### config.mk
export PLATFORM = sky130hd
export DESIGN_NAME = alu_seq
export DESIGN_NICKNAME = d
export VERILOG_FILES = /design/src/rtl/alu_seq_pkg.sv /design/src/rtl/alu.sv /design/src/rtl/alu_seq.sv
export SDC_FILE = /design/constraint.sdc
export NUM_CORES = 1
export LEC_CHECK = 0
export ABC_AREA = 1
export CORE_MARGIN = 4
export CORE_UTILIZATION = 50
export CTS_CLUSTER_DIAMETER = 200
export DETAILED_ROUTE_END_ITERATION = 8
export HOLD_SLACK_MARGIN = 0.12
export PLACE_DENSITY = 0.77
export SKIP_LAST_GASP = 1
export SYNTH_ARGS = -nofsm -noshare
export SYNTH_HDL_FRONTEND = slang
export SYNTH_SLANG_ARGS = --single-unit
### constraint.sdc
create_clock -name clk -period 3.6 [get_ports clk]
set_input_delay 0.9 -clock clk [delete_from_list [all_inputs] [get_ports clk]]
set_output_delay 0.9 -clock clk [all_outputs]
set_load 0.03 [all_outputs]
### src/rtl/alu_seq_pkg.sv
// alu_seq_pkg
//   Shared definitions for the multi-byte ALU sequencer:
//   - op codes (OP_ADD..OP_ROR), 9-bit ALU control words
//     {shift, right, A[2:0], B[1:0], C[1:0]}, and the sequencer states.
//   - Small decode helpers used by the sequencer top.
package alu_seq_pkg;

  localparam logic [3:0] OP_ADD = 4'd0;
  localparam logic [3:0] OP_SUB = 4'd1;
  localparam logic [3:0] OP_CMP = 4'd2;
  localparam logic [3:0] OP_INC = 4'd3;
  localparam logic [3:0] OP_DEC = 4'd4;
  localparam logic [3:0] OP_ASL = 4'd5;
  localparam logic [3:0] OP_LSR = 4'd6;
  localparam logic [3:0] OP_ROL = 4'd7;
  localparam logic [3:0] OP_ROR = 4'd8;

  // {shift, right, A[2:0], B[1:0], C[1:0]}
  localparam logic [8:0] ALUOP_ADD = 9'b00_000_01_10;
  localparam logic [8:0] ALUOP_SUB = 9'b00_000_11_10;
  localparam logic [8:0] ALUOP_INC = 9'b00_000_00_10;
  localparam logic [8:0] ALUOP_DEC = 9'b00_000_10_11;
  localparam logic [8:0] ALUOP_SHL = 9'b10_000_00_11;
  localparam logic [8:0] ALUOP_SHR = 9'b11_000_00_11;

  typedef enum logic [1:0] {
    ST_IDLE = 2'd0,
    ST_RUN  = 2'd1,
    ST_DONE = 2'd2
  } state_e;

  function automatic logic op_legal(input logic [3:0] op);
    return op <= OP_ROR;
  endfunction

  // LSR/ROR walk the bytes MSB first so the carry register carries the
  // bit shifted out of the higher byte into the next lower one.
  function automatic logic op_right(input logic [3:0] op);
    return (op == OP_LSR) || (op == OP_ROR);
  endfunction

  function automatic logic [8:0] aluop_for(input logic [3:0] op);
    logic [8:0] ctl;
    case (op)
      OP_ADD:         ctl = ALUOP_ADD;
      OP_SUB, OP_CMP: ctl = ALUOP_SUB;
      OP_INC:         ctl = ALUOP_INC;
      OP_DEC:         ctl = ALUOP_DEC;
      OP_ASL, OP_ROL: ctl = ALUOP_SHL;
      OP_LSR, OP_ROR: ctl = ALUOP_SHR;
      default:        ctl = ALUOP_ADD;
    endcase
    return ctl;
  endfunction

  function automatic logic init_carry(input logic [3:0] op, input logic c_in);
    logic c;
    case (op)
      OP_ADD, OP_SUB, OP_ROL, OP_ROR: c = c_in;
      OP_CMP, OP_INC:                 c = 1'b1;
      default:                        c = 1'b0;
    endcase
    return c;
  endfunction

endpackage

### src/rtl/alu.sv
// alu
//   8-bit datapath slice shared by the sequencer.
//   alu_op = {shift, right, A[2:0], B[1:0], C[1:0]}
//     shift/right: 00 logic/arith, 10 shift left, 11 shift right, 01 pass DI
//     A: 000 add, 001 or, 010 and, 011 eor (others add)
//     B: 00 zero, 01 DR, 10 all-ones, 11 ~DR
//     C: 00 zero, 01 one, 1x carry input
// Ports:
//   alu_op  control word
//   r, dr   operand bytes
//   ci      carry in
//   di      bypass data
//   y       result byte
//   co      carry out (shift-out bit for shifts)
//   z       result is zero
//   v       signed overflow of the add path
module alu (
  input  logic [8:0] alu_op,
  input  logic [7:0] r,
  input  logic [7:0] dr,
  input  logic       ci,
  input  logic [7:0] di,
  output logic [7:0] y,
  output logic       co,
  output logic       z,
  output logic       v
);

  logic       shift;
  logic       right;
  logic [2:0] fn;
  logic [1:0] bsel;
  logic [1:0] csel;
  logic [7:0] bval;
  logic       cval;
  logic [8:0] sum;

  assign shift = alu_op[8];
  assign right = alu_op[7];
  assign fn    = alu_op[6:4];
  assign bsel  = alu_op[3:2];
  assign csel  = alu_op[1:0];

  always_comb begin
    case (bsel)
      2'b00:   bval = '0;
      2'b01:   bval = dr;
      2'b10:   bval = '1;
      default: bval = ~dr;
    endcase
    case (csel)
      2'b00:   cval = 1'b0;
      2'b01:   cval = 1'b1;
      default: cval = ci;
    endcase
  end

  assign sum = {1'b0, r} + {1'b0, bval} + {8'b0, cval};

  always_comb begin
    y  = sum[7:0];
    co = sum[8];
    v  = (r[7] == bval[7]) && (sum[7] != r[7]);
    if (shift && !right) begin
      y  = {r[6:0], cval};
      co = r[7];
      v  = 1'b0;
    end else if (shift && right) begin
      y  = {cval, r[7:1]};
      co = r[0];
      v  = 1'b0;
    end else if (right) begin
      y  = di;
      co = ci;
      v  = 1'b0;
    end else begin
      case (fn)
        3'b001: begin y = r | bval; co = ci; v = 1'b0; end
        3'b010: begin y = r & bval; co = ci; v = 1'b0; end
        3'b011: begin y = r ^ bval; co = ci; v = 1'b0; end
        default: ;
      endcase
    end
  end

  assign z = (y == 8'h00);

endmodule

### src/rtl/alu_seq.sv
// alu_seq
//   Runs 8*BYTES-bit ADD/SUB/CMP/INC/DEC/ASL/LSR/ROL/ROR one byte per cycle
//   through a single 8-bit alu, chaining carry/shift-in through cr_q and
//   accumulating Z across slices.
// Ports:
//   clk, reset       clock, asynchronous active-high reset
//   start            request, sampled in IDLE or DONE
//   op, a, b, c_in   operation and operands, captured at accept
//   busy             high while bytes are being processed
//   done             one-cycle pulse when result/flags are updated
//   result, flag_*   final result and C/Z/N/V, held until the next run ends
module alu_seq #(
  parameter int unsigned BYTES = 3
) (
  input  logic               clk,
  input  logic               reset,
  input  logic               start,
  input  logic [3:0]         op,
  input  logic [8*BYTES-1:0] a,
  input  logic [8*BYTES-1:0] b,
  input  logic               c_in,
  output logic               busy,
  output logic               done,
  output logic [8*BYTES-1:0] result,
  output logic               flag_c,
  output logic               flag_z,
  output logic               flag_n,
  output logic               flag_v
);

  import alu_seq_pkg::*;

  localparam int unsigned W  = 8 * BYTES;
  localparam int unsigned IW = $clog2(BYTES) + 1;

  state_e          state_q, state_d;
  logic [3:0]      op_q;
  logic [W-1:0]    a_q;
  logic [W-1:0]    b_q;
  logic [W-1:0]    work_q;
  logic [W-1:0]    work_next;
  logic            cr_q;
  logic            z_acc_q;
  logic [IW-1:0]   idx_q;

  logic            accept;
  logic            last;
  logic            right;
  logic [7:0]      alu_y;
  logic            alu_co;
  logic            alu_z;
  logic            alu_v;

  assign right  = op_right(op_q);
  assign last   = right ? (idx_q == '0) : (idx_q == IW'(BYTES - 1));
  assign accept = start && ((state_q == ST_IDLE) || (state_q == ST_DONE));

  always_ff @(posedge clk or posedge reset) begin
    if (reset) state_q <= ST_IDLE;
    else       state_q <= state_d;
  end

  always_comb begin
    state_d = state_q;
    busy    = 1'b0;
    done    = 1'b0;
    case (state_q)
      ST_IDLE: if (start) state_d = ST_RUN;
      ST_RUN: begin
        busy = 1'b1;
        if (last) state_d = ST_DONE;
      end
      ST_DONE: begin
        done    = 1'b1;
        state_d = start ? ST_RUN : ST_IDLE;
      end
      default: state_d = ST_IDLE;
    endcase
  end

  alu u_alu (
    .alu_op (aluop_for(op_q)),
    .r      (a_q[8*idx_q +: 8]),
    .dr     (b_q[8*idx_q +: 8]),
    .ci     (cr_q),
    .di     (8'h00),
    .y      (alu_y),
    .co     (alu_co),
    .z      (alu_z),
    .v      (alu_v)
  );

  always_comb begin
    work_next = work_q;
    work_next[8*idx_q +: 8] = alu_y;
  end

  // Final result/flags are taken from the last slice's combinational ALU
  // outputs so they land on the DONE entry edge without an extra cycle.
  always_ff @(posedge clk or posedge reset) begin
    if (reset) begin
      op_q    <= '0;
      a_q     <= '0;
      b_q     <= '0;
      work_q  <= '0;
      cr_q    <= 1'b0;
      z_acc_q <= 1'b0;
      idx_q   <= '0;
      result  <= '0;
      flag_c  <= 1'b0;
      flag_z  <= 1'b0;
      flag_n  <= 1'b0;
      flag_v  <= 1'b0;
    end else if (accept) begin
      op_q    <= op;
      a_q     <= a;
      b_q     <= b;
      cr_q    <= init_carry(op, c_in);
      z_acc_q <= 1'b1;
      idx_q   <= op_right(op) ? IW'(BYTES - 1) : '0;
    end else if (state_q == ST_RUN) begin
      cr_q    <= alu_co;
      z_acc_q <= z_acc_q & alu_z;
      work_q  <= work_next;
      if (!last) begin
        idx_q <= right ? idx_q - 1'b1 : idx_q + 1'b1;
      end else begin
        if (op_legal(op_q)) begin
          result <= (op_q == OP_CMP) ? a_q : work_next;
          flag_c <= alu_co;
          flag_z <= z_acc_q & alu_z;
          flag_n <= work_next[W-1];
          flag_v <= ((op_q == OP_ADD) || (op_q == OP_SUB)) ? alu_v : 1'b0;
        end else begin
          result <= a_q;
          flag_c <= 1'b0;
          flag_z <= 1'b0;
          flag_n <= 1'b0;
          flag_v <= 1'b0;
        end
      end
    end
  end

endmodule

==> flow_metrics.tcl, run 1 <==
set metrics [dict create \
    fp.dieArea_sq_um 14180 \
    clkLatencyLatePin_ps 370 \
    syn2layout_area_growth_pct 21.58 \
    synth_nets 889 \
    track_usage_pct 23.60 \
    cp.required_ps 3900 \
    cts.clk_slew.worst_paths_ps 70 \
    gr-total-overflow 0 \
    hold_class "flop to flop" \
    startpoint_type "flop" \
    finalMaxSlewViolations 0 \
    grt_first_pass_wirelength_mm 26.57 \
    slew-limit-headroom_pct 53.74 \
    firstDrtPassIters 5 \
    synth_cells 815 \
    start_util_pct 51.14 \
    drc 0 \
    arrival_ps 3620 \
    path_common_cell "nand2_1" \
    diodes 0 \
    cts_root_buffer "clkbuf_16" \
    rsz0062_at_grt "no" \
    clock-sinks 111 \
    hold_violations 0 \
    dp_hpwl_mm 12.01 \
    finalSetupTns_ps 0 \
    cap_viol_max_count 0 \
    synth.area.mux_share_pct 0 \
    drt_iter0_drc 552 \
    synthDistinctLibCells 40 \
    critPathMaxFanout 4 \
    crit_path_cell_trace "inv_1, ha_2, nand2_1, nand2_2, o21ai_2, inv_1, nor2_2, nand2_1, xor2_1, fa_2, fa_2, nand2_1, nand2_1, nand3_1, nand2_1, nand2_1, nand3_1, nand2_1, nand2_1, nor2_2, nand2_1, nand3_1, nand2_1, nand2_1" \
    seq_area_frac_synth_pct 45.03 \
    synthAdderAreaFrac_pct 4.016 \
    yosysWarnings 0 \
    via_count 5566 \
    grt_max_degree 66 \
    ant_nets 0 \
    synth-seq-cells 111 \
    synth.cell_area_sq_um 6168 \
    antenna_found_initial 0 \
    cts_buffer_depth 2 \
    synth-simple-area-share_pct 26.96 \
    final_cell_mix "nand2_1, dfrtp_1, clkdlybuf4s50_1, o21ai_0, inv_1" \
    portBuffers 85 \
    boundaryPins 86 \
    core_area_sq_um 12060 \
    layout-drive-gt1-share_pct 7.795 \
    slowest_stage "dfrtp_1" \
    dieWidth_microns 119.1 \
    totalWireLength_mm 16.31 \
    path_class "flop to flop" \
    cts_max_level 3 \
    cts_tree "yes" \
    fmaxAchievable_ghz 0.3016 \
    layout.nets 967 \
    worst_setup_path_end_kind "flop" \
    period_needed_ps 3316 \
    synth_compound_area_share_pct 14.28 \
    avgSynthCellArea_sq_um 7.569 \
    place.gp.congestion 0.9376 \
    slowest_delay_ps 400 \
    outcome "completed" \
    via_per_inst 5.221 \
    grt_pass1_vias 5283 \
    rows 40 \
    setup_viol 0 \
    worst_slew_pin_slew_ps 692.5 \
    final.period_utilization_pct 92.11 \
    clock_skew_ps 8.148 \
    ctsHoldBuffers 0 \
    synth-xor-area-share_pct 1.704 \
    wl_per_cell_microns 15.30 \
    die_h_microns 119.1 \
    synth_top_family_by_area "simple AND/OR/NAND/NOR gates" \
    final_common_cell "nand2_1" \
    cts_buffers 9 \
]
-- flip-flops by register name, summed over array words and instances (netlist names) --
register / count
a_q: 24
b_q: 24
result: 24
work_q: 24
op_q: 4
idx_q: 3
state_q: 2
cr_q: 1
flag_c: 1
flag_n: 1
flag_v: 1
flag_z: 1
z_acc_q: 1
-- logic make-up (layout without fill, tap and decap cells) --
| logic type | Yosys count | after routing |
|---|---|---|
| AND/OR/NAND/NOR | 392 | 392 |
| adder cells (fa/ha/maj) | 18 | 18 |
| buffers and inverters | 117 | 200 |
| AO/OA/AOI/OAI | 165 | 165 |
| flip-flops | 111 | 111 |
| XOR/XNOR | 12 | 12 |
-- routing by layer --
metal / routed length (microns) / up-vias / GRT usage (%) / share of wire [%]
li1: - / 2775 / - / -
met3: 1288 / 28 / 6.030 / 7.9
met1: 7445 / 2557 / 33.28 / 46
met2: 7202 / 206 / 35.57 / 44
met4: 369 / 0 / 7.820 / 2.3
met5: 0 / - / 0 / 0
-- cell type report --
class,count,area (sq um)
Clock buffer,9,225.2
Inverter,84,324.1
Multi-Input combinational cell,587,2918
Sequential cell,111,2778
Timing Repair Buffer,100,988.4
Clock inverter,7,56.30
Fill cell,1074,4562
Tap cell,168,210.2
-- final timing paths --
check,slack (ps),endpoint,depth (start not counted),from
setup / recovery,280,result[22],24,op_q[0]
hold reg to reg,480,result[23],2,result[23]
hold / removal,480,result[23],2,result[23]
setup reg to reg,280,result[22],24,op_q[0]
max in group asynchronous,1860,result[19],3,reset
min in group asynchronous,980,flag_v,2,reset
-- stage by stage --
stage	cell area [sq um]	worst slack [ps]	instances	hold slack, ps	util, %
6_report	7500	284.0	1066	479.0	62.18
3_5_place_dp	7177	60.40	1047	464.1	59.50
2_1_floorplan	6172	323.6	815	442.7	-
3_3_place_gp	7177	180.1	1047	457.3	59.50
4_1_cts	7462	62.19	1063	483.0	61.87
5_1_grt	7500	13.39	1066	501.4	62.18
-- cells in the mapped netlist --
master / count / area, sq um
nor3_1: 1 / 5.000
clkbuf_1: 20 / 75.07
nand3_1: 45 / 225.2
nand3_2: 4 / 40.04
o21ai_1: 10 / 50.05
a22oi_1: 1 / 7.510
inv_6: 1 / 8.760
o21a_1: 3 / 22.52
o21bai_1: 1 / 7.510
fa_1: 3 / 60.06
nand4_1: 3 / 18.77
buf_4: 2 / 15.01
o22ai_1: 5 / 31.28
nand2_1: 281 / 1055
xnor2_1: 2 / 17.52
a21oi_2: 1 / 8.760
o2111ai_1: 1 / 8.760
a21oi_1: 48 / 240.2
xor2_1: 10 / 87.58
or2_2: 4 / 25.02
buf_6: 5 / 56.30
o211ai_2: 1 / 12.51
o211ai_1: 2 / 15.01
nor2_4: 3 / 33.78
nor2_1: 40 / 150.1
inv_2: 5 / 18.77
inv_1: 77 / 289.0
nand3b_1: 1 / 7.510
o21ai_0: 80 / 400.4
clkinv_1: 1 / 3.750
a31oi_1: 11 / 68.82
nor2_2: 2 / 12.51
nor3_4: 2 / 32.53
buf_1: 2 / 7.510
ha_1: 15 / 187.7
dfrtp_1: 111 / 2778
buf_2: 4 / 20.02
nand2_4: 4 / 45.04
a211oi_1: 1 / 7.510
nand2_2: 2 / 12.51
-- critical path: cells and delay by family (launching register included) --
kind	cells	cell delay, ps
buffers and inverters	2	150
adders and majority gates	3	960
xor gates and xnor gates	1	190
and+or+nand+nor	17	1440
DFF	1	400
AOI/OAI and AO/OA	1	100
-- what timing repair did --
action                     CTS  global route
setup endpoints to repair    1            27
resized for setup            2             6
buffers inserted             0             3
Power of run 1 is left out: the tool's default activity adds up to more than one toggle a clock period on the data nets, which glitch-free logic cannot reach.
==> run 2: changes to the inputs <==
--- a/config.mk
+++ b/config.mk
@@ -6,7 +6,7 @@
 export NUM_CORES = 1
 export LEC_CHECK = 0
 export ABC_AREA = 1
-export CORE_MARGIN = 4
+export CORE_MARGIN = 1.5
 export CORE_UTILIZATION = 50
 export CTS_CLUSTER_DIAMETER = 200
 export DETAILED_ROUTE_END_ITERATION = 8
==> run 2 against run 1 <==
Via count rose by 0.88%. Flip-flop and latch count did not move. Sequential share of layout area fell by 0.15 points. Clock skew rose by 1.1 ps. Core utilization rose by 0.52 points. Non-clock buffer count rose by 2.
==> flow_metrics.tcl, run 2 (same netlist as run 1, synthesis figures left out) <==
set metrics [dict create \
    outcome "completed" \
    critPathMaxFanout 10 \
    start_util_pct 51.35 \
    cts_tree "yes" \
    grt_pass1_vias 5349 \
    fp.dieArea_sq_um 13010 \
    gr-total-overflow 0 \
    path_common_cell "nand3_1" \
    clock_skew_ps 9.241 \
    slowest_stage "dfrtp_1" \
    rows 40 \
    track_usage_pct 26.97 \
    nFillCells 1086 \
    worstRegToRegCells 16 \
    finalSetupTns_ps 0 \
    grt_max_degree 112 \
    crit_path_cell_trace "buf_4, nor2_4, inv_1, o22ai_1, nand2_1, xor2_1, ha_1, nand3_1, nand3_1, nand3_1, nand2_1, nor2_1, nand3_1, o21ai_1, nand2_1, a21oi_1" \
    firstDrtPassIters 5 \
    final_common_cell "nand2_1" \
    ant_nets 0 \
    hold_violations 0 \
    pre_cts_slack_ps 88.72 \
    cp.depth 16 \
    syn2layout_area_growth_pct 22.09 \
    clkLatencyLatePin_ps 360 \
    cts_max_level 3 \
    hold_class "flop to flop" \
    cts_buffers 9 \
    clock-sinks 111 \
    dieWidth_microns 114.1 \
    layout.nets 969 \
    antenna_found_initial 0 \
    dp_hpwl_mm 11.76 \
    startpoint_type "flop" \
    worst_slew_pin_slew_ps 668.1 \
    setup_viol 0 \
    core_area_sq_um 12010 \
    cts_buffer_depth 2 \
    fmaxAchievable_ghz 0.3009 \
    min_path_cells 2 \
    final.period_utilization_pct 92.30 \
    path_buf_inv 2 \
    setup_slack_ps 277.1 \
    arrival_ps 3610 \
    diodes 0 \
    wl_per_cell_microns 15.78 \
    portBuffers 85 \
    rsz0062_at_grt "no" \
    die_h_microns 114.1 \
    cts_root_buffer "clkbuf_16" \
    drt_iter0_drc 404 \
    slowest_delay_ps 500 \
    slew-limit-headroom_pct 55.39 \
    cp.required_ps 3890 \
    cap_viol_max_count 0 \
    cts.clk_slew.worst_paths_ps 80 \
    timing.hold.ws_ps 479.6 \
    place.gp.congestion 0.9148 \
    grt_first_pass_wirelength_mm 26.93 \
    boundaryPins 86 \
    worst_setup_path_end_kind "flop" \
    via_per_inst 5.363 \
    finalMaxSlewViolations 0 \
    final_cell_mix "nand2_1, dfrtp_1, clkdlybuf4s50_1, o21ai_0, inv_1" \
    layout-drive-gt1-share_pct 7.889 \
    path_class "flop to flop" \
    period_needed_ps 3323 \
    drc 0 \
    totalWireLength_mm 16.53 \
    cp_top_family "simple AND/OR/NAND/NOR gates" \
    via_count 5615 \
]
[run 2: final timing paths]
| check | start | endpoint | slack [ps] |
|---|---|---|---|
| min in group asynchronous | reset | flag_v | 1000 |
| max reg2reg | idx_q[1] | result[19] | 280 |
| max | idx_q[1] | result[19] | 280 |
| min | flag_c | flag_c | 480 |
| max in group asynchronous | reset | result[0] | 2060 |
| min reg2reg | flag_c | flag_c | 480 |
[run 2: stage by stage]
step	instance area (sq um)	cells	util (%)
after floorplan	6172	815	-
after CTS	7492	1044	62.38
final	7531	1047	62.70
after detailed placement	7153	1028	59.55
after global routing	7531	1047	62.70
after global placement	7153	1028	59.55
[run 2: final cells by class]
class                   instances  area, sq um  area share (%)
clock inverters                 5        86.33           1.146
flip-flops and latches        111         2778           36.88
well taps                     147        183.9           2.442
inverters                      84        324.1           4.303
multi-input cells             587         2915           38.71
repair buffers                102        991.0           13.16
clock buffers                  11        252.7           3.356
[run 2: repair_timing]
action | CTS | global route
endpoints found under the hold margin | 0 | 0
gates resized for setup | 0 | 7
endpoints found under the setup margin | 0 | 38
hold buffers | 0 | 0
buffers inserted | 0 | 3
[run 2: metal layers]
layer / up-vias / global-route usage [%] / part of all wire [%]
met2: 216 / 41.37 / 44
met5: - / 0 / 0
met4: 0 / 9.417 / 2.4
met1: 2596 / 37.82 / 46
li1: 2771 / - / -
met3: 32 / 6.194 / 7.0
[run 2: worst reg2reg max path: stages, from the launching register on]
cell and delay, ps:
dfrtp_1 500, buf_4 230, nor2_4 260, inv_1 120, o22ai_1 220, nand2_1 90, xor2_1 300, ha_1 290
nand3_1 110, nand3_1 80, nand3_1 110, nand2_1 70, nor2_1 310, nand3_1 130, o21ai_1 160, nand2_1 110
a21oi_1 160
Power of run 2 is left out for the same reason.
